<file path="src/rtl/rtc_pkg.sv">
// rtl/rtc_pkg.sv - shared types, RTC register map and read-index mapping
package rtc_pkg;

    typedef enum logic [2:0] {
        ST_IDLE,
        ST_RD_REQ,
        ST_CAPTURE,
        ST_WR_REQ,
        ST_WR_ACK
    } rtc_state_e;

    localparam logic [7:0] RTC_ADDR_SEC     = 8'h21;
    localparam logic [7:0] RTC_ADDR_MIN     = 8'h22;
    localparam logic [7:0] RTC_ADDR_HOUR    = 8'h23;
    localparam logic [7:0] RTC_ADDR_WDAY    = 8'h24;
    localparam logic [7:0] RTC_ADDR_DAY     = 8'h25;
    localparam logic [7:0] RTC_ADDR_MONTH   = 8'h26;
    localparam logic [7:0] RTC_ADDR_YEAR    = 8'h27;
    localparam logic [7:0] RTC_ADDR_CENT    = 8'h28;
    localparam logic [7:0] RTC_ADDR_CRONO_S = 8'h41;
    localparam logic [7:0] RTC_ADDR_CRONO_M = 8'h42;
    localparam logic [7:0] RTC_ADDR_CRONO_H = 8'h43;

    localparam int NUM_DISPLAY_REGS = 11;
    localparam int IDX_W            = 4;

    function automatic logic [7:0] rtc_read_addr(input logic [IDX_W-1:0] index);
        case (index)
            4'd0:    return RTC_ADDR_SEC;
            4'd1:    return RTC_ADDR_MIN;
            4'd2:    return RTC_ADDR_HOUR;
            4'd3:    return RTC_ADDR_WDAY;
            4'd4:    return RTC_ADDR_DAY;
            4'd5:    return RTC_ADDR_MONTH;
            4'd6:    return RTC_ADDR_YEAR;
            4'd7:    return RTC_ADDR_CENT;
            4'd8:    return RTC_ADDR_CRONO_S;
            4'd9:    return RTC_ADDR_CRONO_M;
            4'd10:   return RTC_ADDR_CRONO_H;
            default: return 8'h00;
        endcase
    endfunction

endpackage

</file>
<file path="src/rtl/rtc_access_scheduler_if.sv">
// rtl/rtc_access_scheduler_if.sv - RTC bus, user write and capture signals (bus_error with RTC_SCHED_TIMEOUT_EN)
interface rtc_access_scheduler_if;

    logic       bus_req;
    logic       bus_we;
    logic [7:0] bus_addr;
    logic [7:0] bus_wdata;
    logic       bus_ack;
    logic [7:0] bus_rdata;
    logic       wr_req;
    logic [7:0] wr_addr;
    logic [7:0] wr_data;
    logic       wr_done;
    logic [7:0] capture_addr;
    logic [7:0] capture_data;
    logic       capture_valid;
    logic       sweep_done;
`ifdef RTC_SCHED_TIMEOUT_EN
    logic       bus_error;
`endif

    modport master (
        output bus_req, bus_we, bus_addr, bus_wdata, wr_done,
               capture_addr, capture_data, capture_valid, sweep_done,
`ifdef RTC_SCHED_TIMEOUT_EN
        output bus_error,
`endif
        input  bus_ack, bus_rdata, wr_req, wr_addr, wr_data
    );

    modport slave (
        input  bus_req, bus_we, bus_addr, bus_wdata, wr_done,
               capture_addr, capture_data, capture_valid, sweep_done,
`ifdef RTC_SCHED_TIMEOUT_EN
        input  bus_error,
`endif
        output bus_ack, bus_rdata, wr_req, wr_addr, wr_data
    );

endinterface

</file>
<file path="src/rtl/rtc_refresh_timer.sv">
// rtl/rtc_refresh_timer.sv - free-running down-counter producing the sweep tick
module rtc_refresh_timer #(
    parameter int unsigned REFRESH_CYCLES = 100000
) (
    input  logic clk,
    input  logic reset,
    output logic tick_o
);

    localparam int unsigned    CNT_W  = $clog2(REFRESH_CYCLES);
    localparam logic [CNT_W-1:0] RELOAD = CNT_W'(REFRESH_CYCLES - 1);

    logic [CNT_W-1:0] count_q;
    logic [CNT_W-1:0] count_d;

    always_comb begin
        count_d = (count_q == '0) ? RELOAD : count_q - 1'b1;
    end

    always_ff @(posedge clk or posedge reset) begin
        if (reset) begin
            count_q <= RELOAD;
        end else begin
            count_q <= count_d;
        end
    end

    assign tick_o = (count_q == '0);

endmodule

</file>
<file path="src/rtl/rtc_access_scheduler.sv">
// rtl/rtc_access_scheduler.sv - RTC bus sequencer: display refresh sweeps plus user writes (watchdog: RTC_SCHED_TIMEOUT_EN)
module rtc_access_scheduler
    import rtc_pkg::*;
#(
    parameter int unsigned REFRESH_CYCLES = 100000,
    parameter int unsigned TIMEOUT_CYCLES = 255
) (
    input  logic                    clk,
    input  logic                    reset,
    rtc_access_scheduler_if.master  rtc_if
);

    localparam logic [IDX_W-1:0] LAST_IDX = IDX_W'(NUM_DISPLAY_REGS - 1);

    if (REFRESH_CYCLES < 16 || TIMEOUT_CYCLES < 1) begin : g_bad_params
        $error("rtc_access_scheduler: REFRESH_CYCLES must be >= 16 and TIMEOUT_CYCLES >= 1");
    end

    rtc_state_e       state_q;
    logic [IDX_W-1:0] idx_q;
    logic [IDX_W-1:0] idx_next;
    logic             pending_q;
    logic             pending_d;
    logic             refresh_tick;
    logic             start_sweep;

    logic             bus_req_q;
    logic             bus_we_q;
    logic [7:0]       bus_addr_q;
    logic [7:0]       bus_wdata_q;
    logic             wr_done_q;
    logic [7:0]       cap_addr_q;
    logic [7:0]       cap_data_q;
    logic             cap_valid_q;
    logic             sweep_done_q;

`ifdef RTC_SCHED_TIMEOUT_EN
    localparam int unsigned TO_W = $clog2(TIMEOUT_CYCLES + 1);
    logic [TO_W-1:0] to_cnt_q;
    logic            bus_error_q;
    logic            timeout;

    assign timeout = (to_cnt_q == TO_W'(TIMEOUT_CYCLES - 1));
`endif

    rtc_refresh_timer #(
        .REFRESH_CYCLES (REFRESH_CYCLES)
    ) u_refresh_timer (
        .clk    (clk),
        .reset  (reset),
        .tick_o (refresh_tick)
    );

    // A tick landing while a sweep is already owed merges into the same request.
    assign start_sweep = (state_q == ST_IDLE) && !rtc_if.wr_req &&
                         (pending_q || refresh_tick) && (idx_q == '0);
    assign idx_next    = (idx_q == LAST_IDX) ? '0 : idx_q + 1'b1;

    always_comb begin
        pending_d = pending_q | refresh_tick;
        if (start_sweep) begin
            pending_d = 1'b0;
        end
    end

    always_ff @(posedge clk or posedge reset) begin
        if (reset) begin
            state_q      <= ST_IDLE;
            idx_q        <= '0;
            pending_q    <= 1'b0;
            bus_req_q    <= 1'b0;
            bus_we_q     <= 1'b0;
            bus_addr_q   <= 8'h00;
            bus_wdata_q  <= 8'h00;
            wr_done_q    <= 1'b0;
            cap_addr_q   <= 8'h00;
            cap_data_q   <= 8'h00;
            cap_valid_q  <= 1'b0;
            sweep_done_q <= 1'b0;
`ifdef RTC_SCHED_TIMEOUT_EN
            to_cnt_q     <= '0;
            bus_error_q  <= 1'b0;
`endif
        end else begin
            pending_q <= pending_d;
            case (state_q)
                ST_IDLE: begin
`ifdef RTC_SCHED_TIMEOUT_EN
                    to_cnt_q <= '0;
`endif
                    if (rtc_if.wr_req) begin
                        bus_req_q   <= 1'b1;
                        bus_we_q    <= 1'b1;
                        bus_addr_q  <= rtc_if.wr_addr;
                        bus_wdata_q <= rtc_if.wr_data;
                        state_q     <= ST_WR_REQ;
                    end else if (pending_q || refresh_tick || idx_q != '0) begin
                        bus_req_q  <= 1'b1;
                        bus_we_q   <= 1'b0;
                        bus_addr_q <= rtc_read_addr(idx_q);
                        state_q    <= ST_RD_REQ;
                    end
                end
                ST_RD_REQ: begin
                    if (rtc_if.bus_ack) begin
                        bus_req_q    <= 1'b0;
                        cap_valid_q  <= 1'b1;
                        cap_addr_q   <= rtc_read_addr(idx_q);
                        cap_data_q   <= rtc_if.bus_rdata;
                        sweep_done_q <= (idx_q == LAST_IDX);
                        state_q      <= ST_CAPTURE;
                    end
`ifdef RTC_SCHED_TIMEOUT_EN
                    else if (timeout) begin
                        // Lost read: skip the register and keep the sweep moving.
                        bus_req_q   <= 1'b0;
                        bus_error_q <= 1'b1;
                        idx_q       <= idx_next;
                        state_q     <= ST_IDLE;
                    end else begin
                        to_cnt_q <= to_cnt_q + 1'b1;
                    end
`endif
                end
                ST_CAPTURE: begin
                    cap_valid_q  <= 1'b0;
                    cap_addr_q   <= 8'h00;
                    sweep_done_q <= 1'b0;
                    idx_q        <= idx_next;
                    state_q      <= ST_IDLE;
                end
                ST_WR_REQ: begin
                    if (rtc_if.bus_ack) begin
                        bus_req_q <= 1'b0;
                        wr_done_q <= 1'b1;
                        state_q   <= ST_WR_ACK;
                    end
`ifdef RTC_SCHED_TIMEOUT_EN
                    else if (timeout) begin
                        bus_req_q   <= 1'b0;
                        bus_error_q <= 1'b1;
                        wr_done_q   <= 1'b1;
                        state_q     <= ST_WR_ACK;
                    end else begin
                        to_cnt_q <= to_cnt_q + 1'b1;
                    end
`endif
                end
                ST_WR_ACK: begin
                    wr_done_q <= 1'b0;
                    state_q   <= ST_IDLE;
                end
                default: begin
                    state_q <= ST_IDLE;
                end
            endcase
        end
    end

    assign rtc_if.bus_req       = bus_req_q;
    assign rtc_if.bus_we        = bus_we_q;
    assign rtc_if.bus_addr      = bus_addr_q;
    assign rtc_if.bus_wdata     = bus_wdata_q;
    assign rtc_if.wr_done       = wr_done_q;
    assign rtc_if.capture_addr  = cap_addr_q;
    assign rtc_if.capture_data  = cap_data_q;
    assign rtc_if.capture_valid = cap_valid_q;
    assign rtc_if.sweep_done    = sweep_done_q;
`ifdef RTC_SCHED_TIMEOUT_EN
    assign rtc_if.bus_error     = bus_error_q;
`endif

endmodule

</file>
<file path="src/flat_wrapper.sv">
// flat-port wrapper written by rule: the top's interface ports become plain ports
module rtc_access_scheduler_flat import rtc_pkg::*;
#(
    parameter int unsigned REFRESH_CYCLES = 100000,
    parameter int unsigned TIMEOUT_CYCLES = 255
)
  (clk, reset, rtc_if_bus_req, rtc_if_bus_we, rtc_if_bus_addr, rtc_if_bus_wdata, rtc_if_wr_done, rtc_if_capture_addr, rtc_if_capture_data, rtc_if_capture_valid, rtc_if_sweep_done, rtc_if_bus_ack, rtc_if_bus_rdata, rtc_if_wr_req, rtc_if_wr_addr, rtc_if_wr_data);
  rtc_access_scheduler_if rtc_if_i ();
  input  logic clk;
  input  logic reset;
  output wire logic [$bits(rtc_if_i.bus_req)-1:0] rtc_if_bus_req;
  output wire logic [$bits(rtc_if_i.bus_we)-1:0] rtc_if_bus_we;
  output wire logic [$bits(rtc_if_i.bus_addr)-1:0] rtc_if_bus_addr;
  output wire logic [$bits(rtc_if_i.bus_wdata)-1:0] rtc_if_bus_wdata;
  output wire logic [$bits(rtc_if_i.wr_done)-1:0] rtc_if_wr_done;
  output wire logic [$bits(rtc_if_i.capture_addr)-1:0] rtc_if_capture_addr;
  output wire logic [$bits(rtc_if_i.capture_data)-1:0] rtc_if_capture_data;
  output wire logic [$bits(rtc_if_i.capture_valid)-1:0] rtc_if_capture_valid;
  output wire logic [$bits(rtc_if_i.sweep_done)-1:0] rtc_if_sweep_done;
  input wire logic [$bits(rtc_if_i.bus_ack)-1:0] rtc_if_bus_ack;
  input wire logic [$bits(rtc_if_i.bus_rdata)-1:0] rtc_if_bus_rdata;
  input wire logic [$bits(rtc_if_i.wr_req)-1:0] rtc_if_wr_req;
  input wire logic [$bits(rtc_if_i.wr_addr)-1:0] rtc_if_wr_addr;
  input wire logic [$bits(rtc_if_i.wr_data)-1:0] rtc_if_wr_data;
  assign rtc_if_bus_req = rtc_if_i.bus_req;
  assign rtc_if_bus_we = rtc_if_i.bus_we;
  assign rtc_if_bus_addr = rtc_if_i.bus_addr;
  assign rtc_if_bus_wdata = rtc_if_i.bus_wdata;
  assign rtc_if_wr_done = rtc_if_i.wr_done;
  assign rtc_if_capture_addr = rtc_if_i.capture_addr;
  assign rtc_if_capture_data = rtc_if_i.capture_data;
  assign rtc_if_capture_valid = rtc_if_i.capture_valid;
  assign rtc_if_sweep_done = rtc_if_i.sweep_done;
  assign rtc_if_i.bus_ack = rtc_if_bus_ack;
  assign rtc_if_i.bus_rdata = rtc_if_bus_rdata;
  assign rtc_if_i.wr_req = rtc_if_wr_req;
  assign rtc_if_i.wr_addr = rtc_if_wr_addr;
  assign rtc_if_i.wr_data = rtc_if_wr_data;
  rtc_access_scheduler #(.REFRESH_CYCLES(REFRESH_CYCLES), .TIMEOUT_CYCLES(TIMEOUT_CYCLES)) u_core (.clk(clk), .reset(reset), .rtc_if(rtc_if_i));
endmodule
</file>
<file path="config.mk">
export PLATFORM = sky130hd
export DESIGN_NAME = rtc_access_scheduler_flat
export DESIGN_NICKNAME = d
export VERILOG_FILES = /design/src/rtl/rtc_pkg.sv /design/src/rtl/rtc_access_scheduler_if.sv /design/src/rtl/rtc_refresh_timer.sv /design/src/rtl/rtc_access_scheduler.sv /design/src/flat_wrapper.sv
export SDC_FILE = /design/constraint.sdc
export NUM_CORES = 1
export LEC_CHECK = 0
export ABC_AREA = 1
export ABC_CLOCK_PERIOD_IN_PS = 1800
export BUFFER_PORTS_ARGS = -buffer_cell sky130_fd_sc_hd__buf_2
export CAP_MARGIN = 20
export CORE_UTILIZATION = 48
export DETAILED_ROUTE_END_ITERATION = 12
export GPL_ROUTABILITY_DRIVEN = 0
export PLACE_DENSITY = 0.76
export SETUP_SLACK_MARGIN = 0.02
export SKIP_LAST_GASP = 1
export SYNTH_ARGS = -nofsm -noshare
export SYNTH_HDL_FRONTEND = slang
export SYNTH_SLANG_ARGS = --single-unit
</file>
<file path="constraint.sdc">
create_clock -name clk -period 1.8 [get_ports clk]
set_input_delay 0.36 -clock clk [delete_from_list [all_inputs] [get_ports clk]]
set_output_delay 0.36 -clock clk [all_outputs]
set_load 0.005 [all_outputs]
</file>
==> results.py, run 1 <==
metrics = {
    "timing": {
        "fmaxAchievable_ghz": 0.6204,
        "fin_skew_ns": 0.006097,
        "finalCriticalPeriod_ns": 1.612,
        "slew_viol_final": 0,
        "tns_ns": 0,
        "final.hold.worst_slack_ns": 0.2363,
        "worst_slack_ns": 0.1882,
        "finalHoldViolCount": 0,
        "final-setup-viol-count": 0,
        "grt_setup_unrepaired": "no",
        "period_share_pct": 89.55,
    },
    "detailed_routing": {
        "route.antenna.remaining_nets": 0,
        "routed-via-count": 2190,
        "avgRoutedWirePerCell_um": 12.39,
        "wirelength_um": 5550,
        "count_of_unresolved_drc_violations_after_routing": 0,
        "drt_pre_antenna_iters": 4,
        "drt_first_iter_violations": 168,
        "post_drt_via_cell_ratio": 4.888,
    },
    "global_route": {
        "largest_net_degree_at_the_start_of_global_routing": 36,
        "grt_pass1_vias": 2050,
        "global_route.usage.total_pct": 19.38,
        "antenna_found_initial": 0,
        "grt_first_pass_wirelength_um": 9204,
        "grt.overflow.total": 0,
    },
    "die": {
        "die_boundary_width_um": 78.89,
        "fp.coreArea_um2": 5608,
        "die_y_um": 78.89,
        "boundaryPins": 65,
        "initial_utilization_pct": 50.60,
        "row_count": 27,
        "dieArea_um2": 6224,
    },
    "critical_path": {
        "worstPathRequired_ns": 2.06,
        "critical_path_peak_fanout": 10,
        "critical_path_arrival_ns": 1.87,
        "timing.reg2reg.worst_path_depth": 10,
        "timing.reg2reg.setup_slack_ns": 0.19,
        "cp-end-kind": "flop",
        "worstSetupStartpointType": "flop",
        "cp-startpoint": "u_core.u_refresh_timer.count_q[0]",
        "critical_path_class": "flop to flop",
        "r2r_start": "u_core.u_refresh_timer.count_q[0]",
        "critical_path.reg2reg.endpoint": "u_core.u_refresh_timer.count_q[6]",
        "worst_setup_path_endpoint": "u_core.u_refresh_timer.count_q[6]",
    },
    "synth": {
        "syn_area_um2": 2838,
        "synth_top_cell_by_area": "sky130_fd_sc_hd__dfrtp_1",
        "synthDominantCellAreaShare_pct": 44.09,
        "synth_flop_cell": "sky130_fd_sc_hd__dfrtp_1",
        "synthTopCellsByArea": "sky130_fd_sc_hd__dfrtp_1 44%, sky130_fd_sc_hd__dfstp_2 9.3%, sky130_fd_sc_hd__nand2_1 7.1%",
        "async_reset_ff_share_pct": 100.0,
        "netlist_instances": 300,
        "syn_avg_cell_area_um2": 9.459,
        "synth-seq-cells": 60,
        "synth.lib_cells_used.distinct": 34,
        "synth-warning-count": 0,
        "synth_edf_count": 0,
        "seq_area_frac_synth_pct": 53.35,
    },
    "clock_network": {
        "h-tree-depth": 3,
        "clock_latency_ns": 0.34,
        "cts_made_buffers": 9,
        "post-cts-setup-buffer-count": 0,
        "cts_root_buffer": "sky130_fd_sc_hd__clkbuf_8",
        "clk_path_buf_depth": 2,
        "clock_tree_from_tritoncts": "built",
        "cts_sinks": 60,
        "clk_pin_slew_ns": 0.07,
    },
    "place": {
        "numPortBuffers": 62,
        "post-place-ws_ns": 0.1958,
        "dp.cells": 431,
        "dp_hpwl_um": 3990,
    },
    "layout": {
        "layout.nets": 406,
        "ratio_of_cells_with_drive_above_1_in_the_final_layout_pct": 33.51,
        "area_growth_from_synthesis_to_layout_pct": 23.68,
        "n_fill_cell": 499,
        "antenna_cells": 0,
        "layoutNonFillerInstCount": 448,
    },
    "worst_hold_path": {
        "holdCritPathClass": "primary input to flop",
        "hold_path_startpoint": "rtc_if_bus_rdata[7]",
    },
    "run": {
        "maxCapViolations": 0,
    },
    "status": {
        "outcome": "complete, no violations",
    },
    "power_and_ir_drop": {
        "ir_worst_vdd_uv": 928.5,
        "leakage_component_of_the_power_nw": 1.784,
        "fin_total_pwr_mw": 5.289,
        "powerDensity_nw_per_um2": 1507,
    },
}
-- layer usage --
| layer | wire (um) | share of wire (%) | global-route usage, % |
|---|---|---|---|
| met1 | 2688 | 48 | 26.19 |
| met2 | 2520 | 45 | 29.57 |
| met5 | 0 | 0 | 0 |
| met4 | 119 | 2.1 | 10.00 |
| met3 | 221 | 4.0 | 3.908 |
-- stage by stage --
step / cell area, um^2 / util, %
2_1_floorplan: 2845 / -
3_3_place_gp: 3234 / 57.68
3_5_place_dp: 3234 / 57.68
4_1_cts: 3510 / 62.58
5_1_grt: 3510 / 62.58
6_report: 3510 / 62.58
-- synth_stat cells, types with 2 or more instances --
cell type	count
sky130_fd_sc_hd__nor2_4	3
sky130_fd_sc_hd__ha_1	7
sky130_fd_sc_hd__o21ai_0	24
sky130_fd_sc_hd__mux2_1	2
sky130_fd_sc_hd__buf_4	2
sky130_fd_sc_hd__nand2_2	2
sky130_fd_sc_hd__xnor2_1	2
sky130_fd_sc_hd__nand2_4	2
sky130_fd_sc_hd__mux2_2	14
sky130_fd_sc_hd__inv_1	27
sky130_fd_sc_hd__buf_6	2
sky130_fd_sc_hd__o21ai_2	4
sky130_fd_sc_hd__inv_2	3
sky130_fd_sc_hd__a21oi_1	8
sky130_fd_sc_hd__nand3_1	32
sky130_fd_sc_hd__dfrtp_1	50
sky130_fd_sc_hd__buf_2	4
sky130_fd_sc_hd__nand2_1	54
sky130_fd_sc_hd__dfstp_2	10
sky130_fd_sc_hd__nor2_2	2
sky130_fd_sc_hd__nor2_1	31
sky130_fd_sc_hd__or2_2	2
sky130_fd_sc_hd__xor2_1	2
-- worst max-delay path: stages (launching register included) --
cell and delay [ns]:
sky130_fd_sc_hd__dfstp_2 0.53, sky130_fd_sc_hd__inv_1 0.07, sky130_fd_sc_hd__ha_1 0.21, sky130_fd_sc_hd__inv_1 0.05, sky130_fd_sc_hd__nor2_1 0.04, sky130_fd_sc_hd__nand2_1 0.10, sky130_fd_sc_hd__nor2_4 0.04, sky130_fd_sc_hd__nand2_4 0.09
sky130_fd_sc_hd__buf_4 0.18, sky130_fd_sc_hd__o21ai_0 0.09, sky130_fd_sc_hd__a21oi_1 0.13
-- cell usage in the layout (no fill, tap or decap), types with 7 or more instances in the layout --
cell                       instances
sky130_fd_sc_hd__a21oi_1           8
sky130_fd_sc_hd__clkbuf_8         10
sky130_fd_sc_hd__dfrtp_1          50
sky130_fd_sc_hd__nand3_1          32
sky130_fd_sc_hd__ha_1              7
sky130_fd_sc_hd__nand2_1          54
sky130_fd_sc_hd__dfstp_2          10
sky130_fd_sc_hd__nor2_1           31
sky130_fd_sc_hd__o21ai_0          24
sky130_fd_sc_hd__inv_1            26
sky130_fd_sc_hd__buf_2            62
sky130_fd_sc_hd__mux2_2           14
-- sequential cells by signal, indices dropped and copies added, names as in the netlist --
signal                          cells
u_core.rtc_if.bus_we                1
u_core.idx_q                        4
u_core.state_q                      3
u_core.pending_q                    1
u_core.rtc_if.bus_addr              8
u_core.u_refresh_timer.count_q     17
u_core.rtc_if.sweep_done            1
u_core.rtc_if.bus_req               1
u_core.rtc_if.wr_done               1
u_core.rtc_if.capture_addr          6
u_core.rtc_if.bus_wdata             8
u_core.rtc_if.capture_valid         1
u_core.rtc_if.capture_data          8
-- worst min path at each step --
stage,cells after the start,end,slack (ns)
2_1_floorplan,1,u_core.u_refresh_timer.count_q[0],0.43
4_1_cts,2,u_core.rtc_if.capture_data[7],0.23
3_3_place_gp,2,u_core.rtc_if.bus_wdata[4],0.34
5_1_grt,2,u_core.rtc_if.capture_data[7],0.23
3_5_place_dp,2,u_core.rtc_if.bus_wdata[4],0.33
6_report,2,u_core.rtc_if.capture_data[7],0.24
-- report_power, final --
group / internal, mW / leakage (nW) / total, mW / switching, mW
clock network: 1.10 / 0.131 / 1.63 / 0.527
logic: 0.749 / 0.931 / 1.63 / 0.886
registers: 1.79 / 0.722 / 2.03 / 0.236
total: 3.64 / 1.78 / 5.29 / 1.65
-- timing repair --
item                                    4_1_cts  5_1_grt
hold endpoints to repair                     11        0
hold buffers                                  1        0
endpoints found under the setup margin        0        0
resized for setup                             0        0
-- cell type report --
class / count / area [um^2] / share of cell area, %
sequential: 60 / 1514 / 43.14
inverter: 30 / 116.4 / 3.316
clock inverter: 4 / 120.1 / 3.422
multi-input combinational: 202 / 1154 / 32.87
tap: 72 / 90.09 / 2.567
clock buffer: 12 / 145.1 / 4.135
timing repair buffer: 68 / 370.4 / 10.55
-- cells by family after synthesis --
group | count (synthesis) | synth area share [%]
other cells | 1 | 0.1321
fa+ha+maj | 7 | 3.086
flops | 60 | 53.35
simple gates | 134 | 22.09
mux | 16 | 6.349
buf+inv | 39 | 6.129
xor+xnor | 4 | 1.235
compound gates | 39 | 7.628
No activity file was read; power rests on OpenSTA's default activity.
==> inputs of run 2 (changes only) <==
- ABC_CLOCK_PERIOD_IN_PS: 1800 -> 1450
- CELL_PAD_IN_SITES_DETAIL_PLACEMENT: not set -> 2
- CELL_PAD_IN_SITES_GLOBAL_PLACEMENT: not set -> 2
- CORE_UTILIZATION: 48 -> 29
- clock period: 1.8 -> 1.45 ns (I/O delays scaled with it)
==> run 2 against run 1 <==
Net effect: the run now ends with negative setup slack left; wire length increased by 72%; sequential share of layout area down 5.7 points; cell area rose by 15%; core utilization is 19 points lower; total power increased by 38%; clock skew increased by 0.0053 ns; global-route usage shrank 1.1 points; sequential power is 27% higher; combinational power up 71%; hold slack got worse by 0.079 ns; non-clock buffer count rose by 30; flip-flop and latch count unchanged; largest cell class unchanged; largest power group is now combinational cells.
==> results.py, run 2 (synthesis gave the netlist of run 1 again) <==
metrics = {
    "die": {
        "dieArea_um2": 10180,
        "die_boundary_width_um": 100.9,
        "row_count": 35,
        "die_y_um": 100.9,
        "fp.coreArea_um2": 9371,
        "initial_utilization_pct": 30.28,
        "boundaryPins": 65,
    },
    "detailed_routing": {
        "route.antenna.remaining_nets": 0,
        "met3_wirelength_um": 326,
        "drt_pre_antenna_iters": 4,
        "routed-via-count": 2554,
        "wl_met1_um": 3819,
        "count_of_unresolved_drc_violations_after_routing": 0,
        "drt_first_iter_violations": 69,
        "avgRoutedWirePerCell_um": 17.78,
        "wirelength_um": 9531,
        "dr_wl_met2_um": 5089,
        "post_drt_via_cell_ratio": 4.765,
        "dr.max_layer_used": "met5",
    },
    "critical_path": {
        "worstSetupStartpointType": "flop",
        "critical_path_arrival_ns": 1.88,
        "timing.reg2reg.setup_slack_ns": -0.15,
        "timing.reg2reg.worst_path_depth": 11,
        "critical_path_class": "flop to flop",
        "worstPathRequired_ns": 1.73,
        "cp-end-kind": "flop",
        "max_stage_delay_ns": 0.37,
        "r2r_start": "u_core.u_refresh_timer.count_q[1]",
        "cp-startpoint": "u_core.u_refresh_timer.count_q[1]",
        "critical_path.cell_chain": "inv_2, ha_4, inv_2, nor2_2, nand2_2, nor2_4, nand2_4, buf_12, buf_4, buf_4, nand3_1",
        "timing.critical_path.slowest_stage_cell": "sky130_fd_sc_hd__dfstp_2",
        "critical_path.reg2reg.endpoint": "u_core.u_refresh_timer.count_q[10]",
        "worst_setup_path_endpoint": "u_core.u_refresh_timer.count_q[10]",
        "critical_path_peak_fanout": 3,
    },
    "run": {
        "maxCapViolations": 0,
    },
    "layout": {
        "ratio_of_cells_with_drive_above_1_in_the_final_layout_pct": 48.65,
        "utilization_pct": 43.18,
        "layout.nets": 437,
        "regArea_um2": 1514,
        "antenna_cells": 0,
        "multi_input_comb_area_um2": 1354,
        "n_fill_cell": 1043,
        "flip_flop_count_of_the_largest_register_all_copies_and_words_added": 17,
        "registers.top_by_ff_count": "u_core.u_refresh_timer.count_q",
        "area_growth_from_synthesis_to_layout_pct": 42.59,
        "layoutNonFillerInstCount": 536,
        "layout_common_cells": "62 x sky130_fd_sc_hd__buf_2, 50 x sky130_fd_sc_hd__dfrtp_1, 40 x sky130_fd_sc_hd__nand2_1, 29 x sky130_fd_sc_hd__buf_4, 28 x sky130_fd_sc_hd__nand3_1",
        "most_frequent_standard_cell_in_the_layout_excluding_fill_and_tap_cells": "sky130_fd_sc_hd__buf_2",
    },
    "clock_network": {
        "clk_pin_slew_ns": 0.07,
        "h-tree-depth": 3,
        "clock_latency_ns": 0.35,
        "cts_root_buffer": "sky130_fd_sc_hd__clkbuf_8",
        "clock_tree_from_tritoncts": "built",
        "clk_path_buf_depth": 2,
        "cts_made_buffers": 9,
        "cts_sinks": 60,
    },
    "timing": {
        "final.hold.worst_slack_ns": 0.1572,
        "slew_viol_final": 0,
        "grt_setup_unrepaired": "yes",
        "final-setup-viol-count": 24,
        "fin_skew_ns": 0.01138,
        "period_share_pct": 110.2,
        "worst_slack_ns": -0.1479,
        "fmaxAchievable_ghz": 0.6258,
        "finalHoldViolCount": 0,
        "tns_ns": -1.898,
        "finalCriticalPeriod_ns": 1.598,
    },
    "place": {
        "numPortBuffers": 62,
        "dp.cells": 504,
        "dp_hpwl_um": 5874,
    },
    "worst_hold_path": {
        "holdCritPathClass": "primary input to flop",
        "hold-path-cell-count": 2,
        "hold_path_startpoint": "rtc_if_wr_data[5]",
    },
    "power_and_ir_drop": {
        "power.combinational.fraction_pct": 38.1,
        "power.share.switching_pct": 35.62,
        "power_frac_clock_pct": 26.6,
        "seq_power_share_pct": 35.3,
        "leakage_component_of_the_power_nw": 1.979,
        "netSwitchingPower_mw": 2.606,
        "ir_worst_vdd_uv": 1056,
        "cellInternalPower_mw": 4.709,
        "powerDensity_nw_per_um2": 1808,
    },
    "status": {
        "outcome": "finished with violations",
        "violations": "negative setup slack",
    },
    "global_route": {
        "global_route.usage.total_pct": 18.28,
        "grt_pass1_vias": 2852,
        "largest_net_degree_at_the_start_of_global_routing": 50,
        "antenna_found_initial": 1,
        "grt.overflow.total": 0,
        "grt_first_pass_wirelength_um": 14090,
    },
}
[run 2: cell count changes in the layout (fill, tap and decap cells not counted), moves of 5 or more]
cell                      change
sky130_fd_sc_hd__nor2_2       +6
sky130_fd_sc_hd__nor2_1       -9
sky130_fd_sc_hd__nand2_2     +11
sky130_fd_sc_hd__inv_1        -7
sky130_fd_sc_hd__buf_4       +25
sky130_fd_sc_hd__inv_2        +5
sky130_fd_sc_hd__nand2_1     -14
[run 2: timing repair]
action                                  4_1_cts  5_1_grt
cloned                                        1        1
hold endpoints to repair                     11        0
pin swaps                                     4       10
gates resized for setup                      13       43
hold buffers                                  1        0
buffers inserted                              5        8
endpoints found under the setup margin       28       41
[run 2: layout make-up]
type	instances	share of cell area, %
Inverter	30	2.999
Timing Repair Buffer	98	15.96
Tap cell	129	3.989
Clock inverter	4	2.350
Multi-Input combinational cell	203	33.46
Sequential cell	60	37.41
Clock buffer	12	3.834
[run 2: metrics by stage]
step	worst slack, ns	instance area [um^2]	power (mW)
floorplan	-0.007622	2858	3.875
global placement	-0.04968	3451	4.676
detailed placement	-0.1331	3451	4.843
CTS	-0.08289	3804	7.034
global route	-0.2403	4046	7.789
finish	-0.1479	4046	7.315
[run 2: worst min-delay path by stage]
stage                                 end  slack (ns)
2_1_floorplan             u_core.idx_q[0]        0.39
5_1_grt        u_core.rtc_if.bus_wdata[0]        0.17
3_5_place_dp   u_core.rtc_if.bus_wdata[1]        0.36
4_1_cts        u_core.rtc_if.bus_wdata[5]        0.15
3_3_place_gp         u_core.rtc_if.bus_we        0.34
6_report       u_core.rtc_if.bus_wdata[5]        0.16
[run 2: power by group through the flow]
stage                     combinational (mW)  clock (mW)  sequential, mW
final                                   2.79        1.95            2.58
after CTS                               2.48        1.98            2.57
after detailed placement                2.27           0            2.58
after floorplan                         1.31           0            2.57
after global placement                  2.13           0            2.55
after global routing                    3.08        2.05            2.66
[run 2: layer usage]
metal,global-route usage [%],vias up
li1,-,1176
met1,20.26,1285
met2,33.67,67
met3,4.022,24
met5,0,-
met4,7.581,2
[run 2: critical path, delay by kind of cell, from the launching register on]
kind | cells | cell delay, ns
flops | 1 | 0.37
fa+ha+maj | 1 | 0.15
simple gates | 5 | 0.49
buf+inv | 5 | 0.53
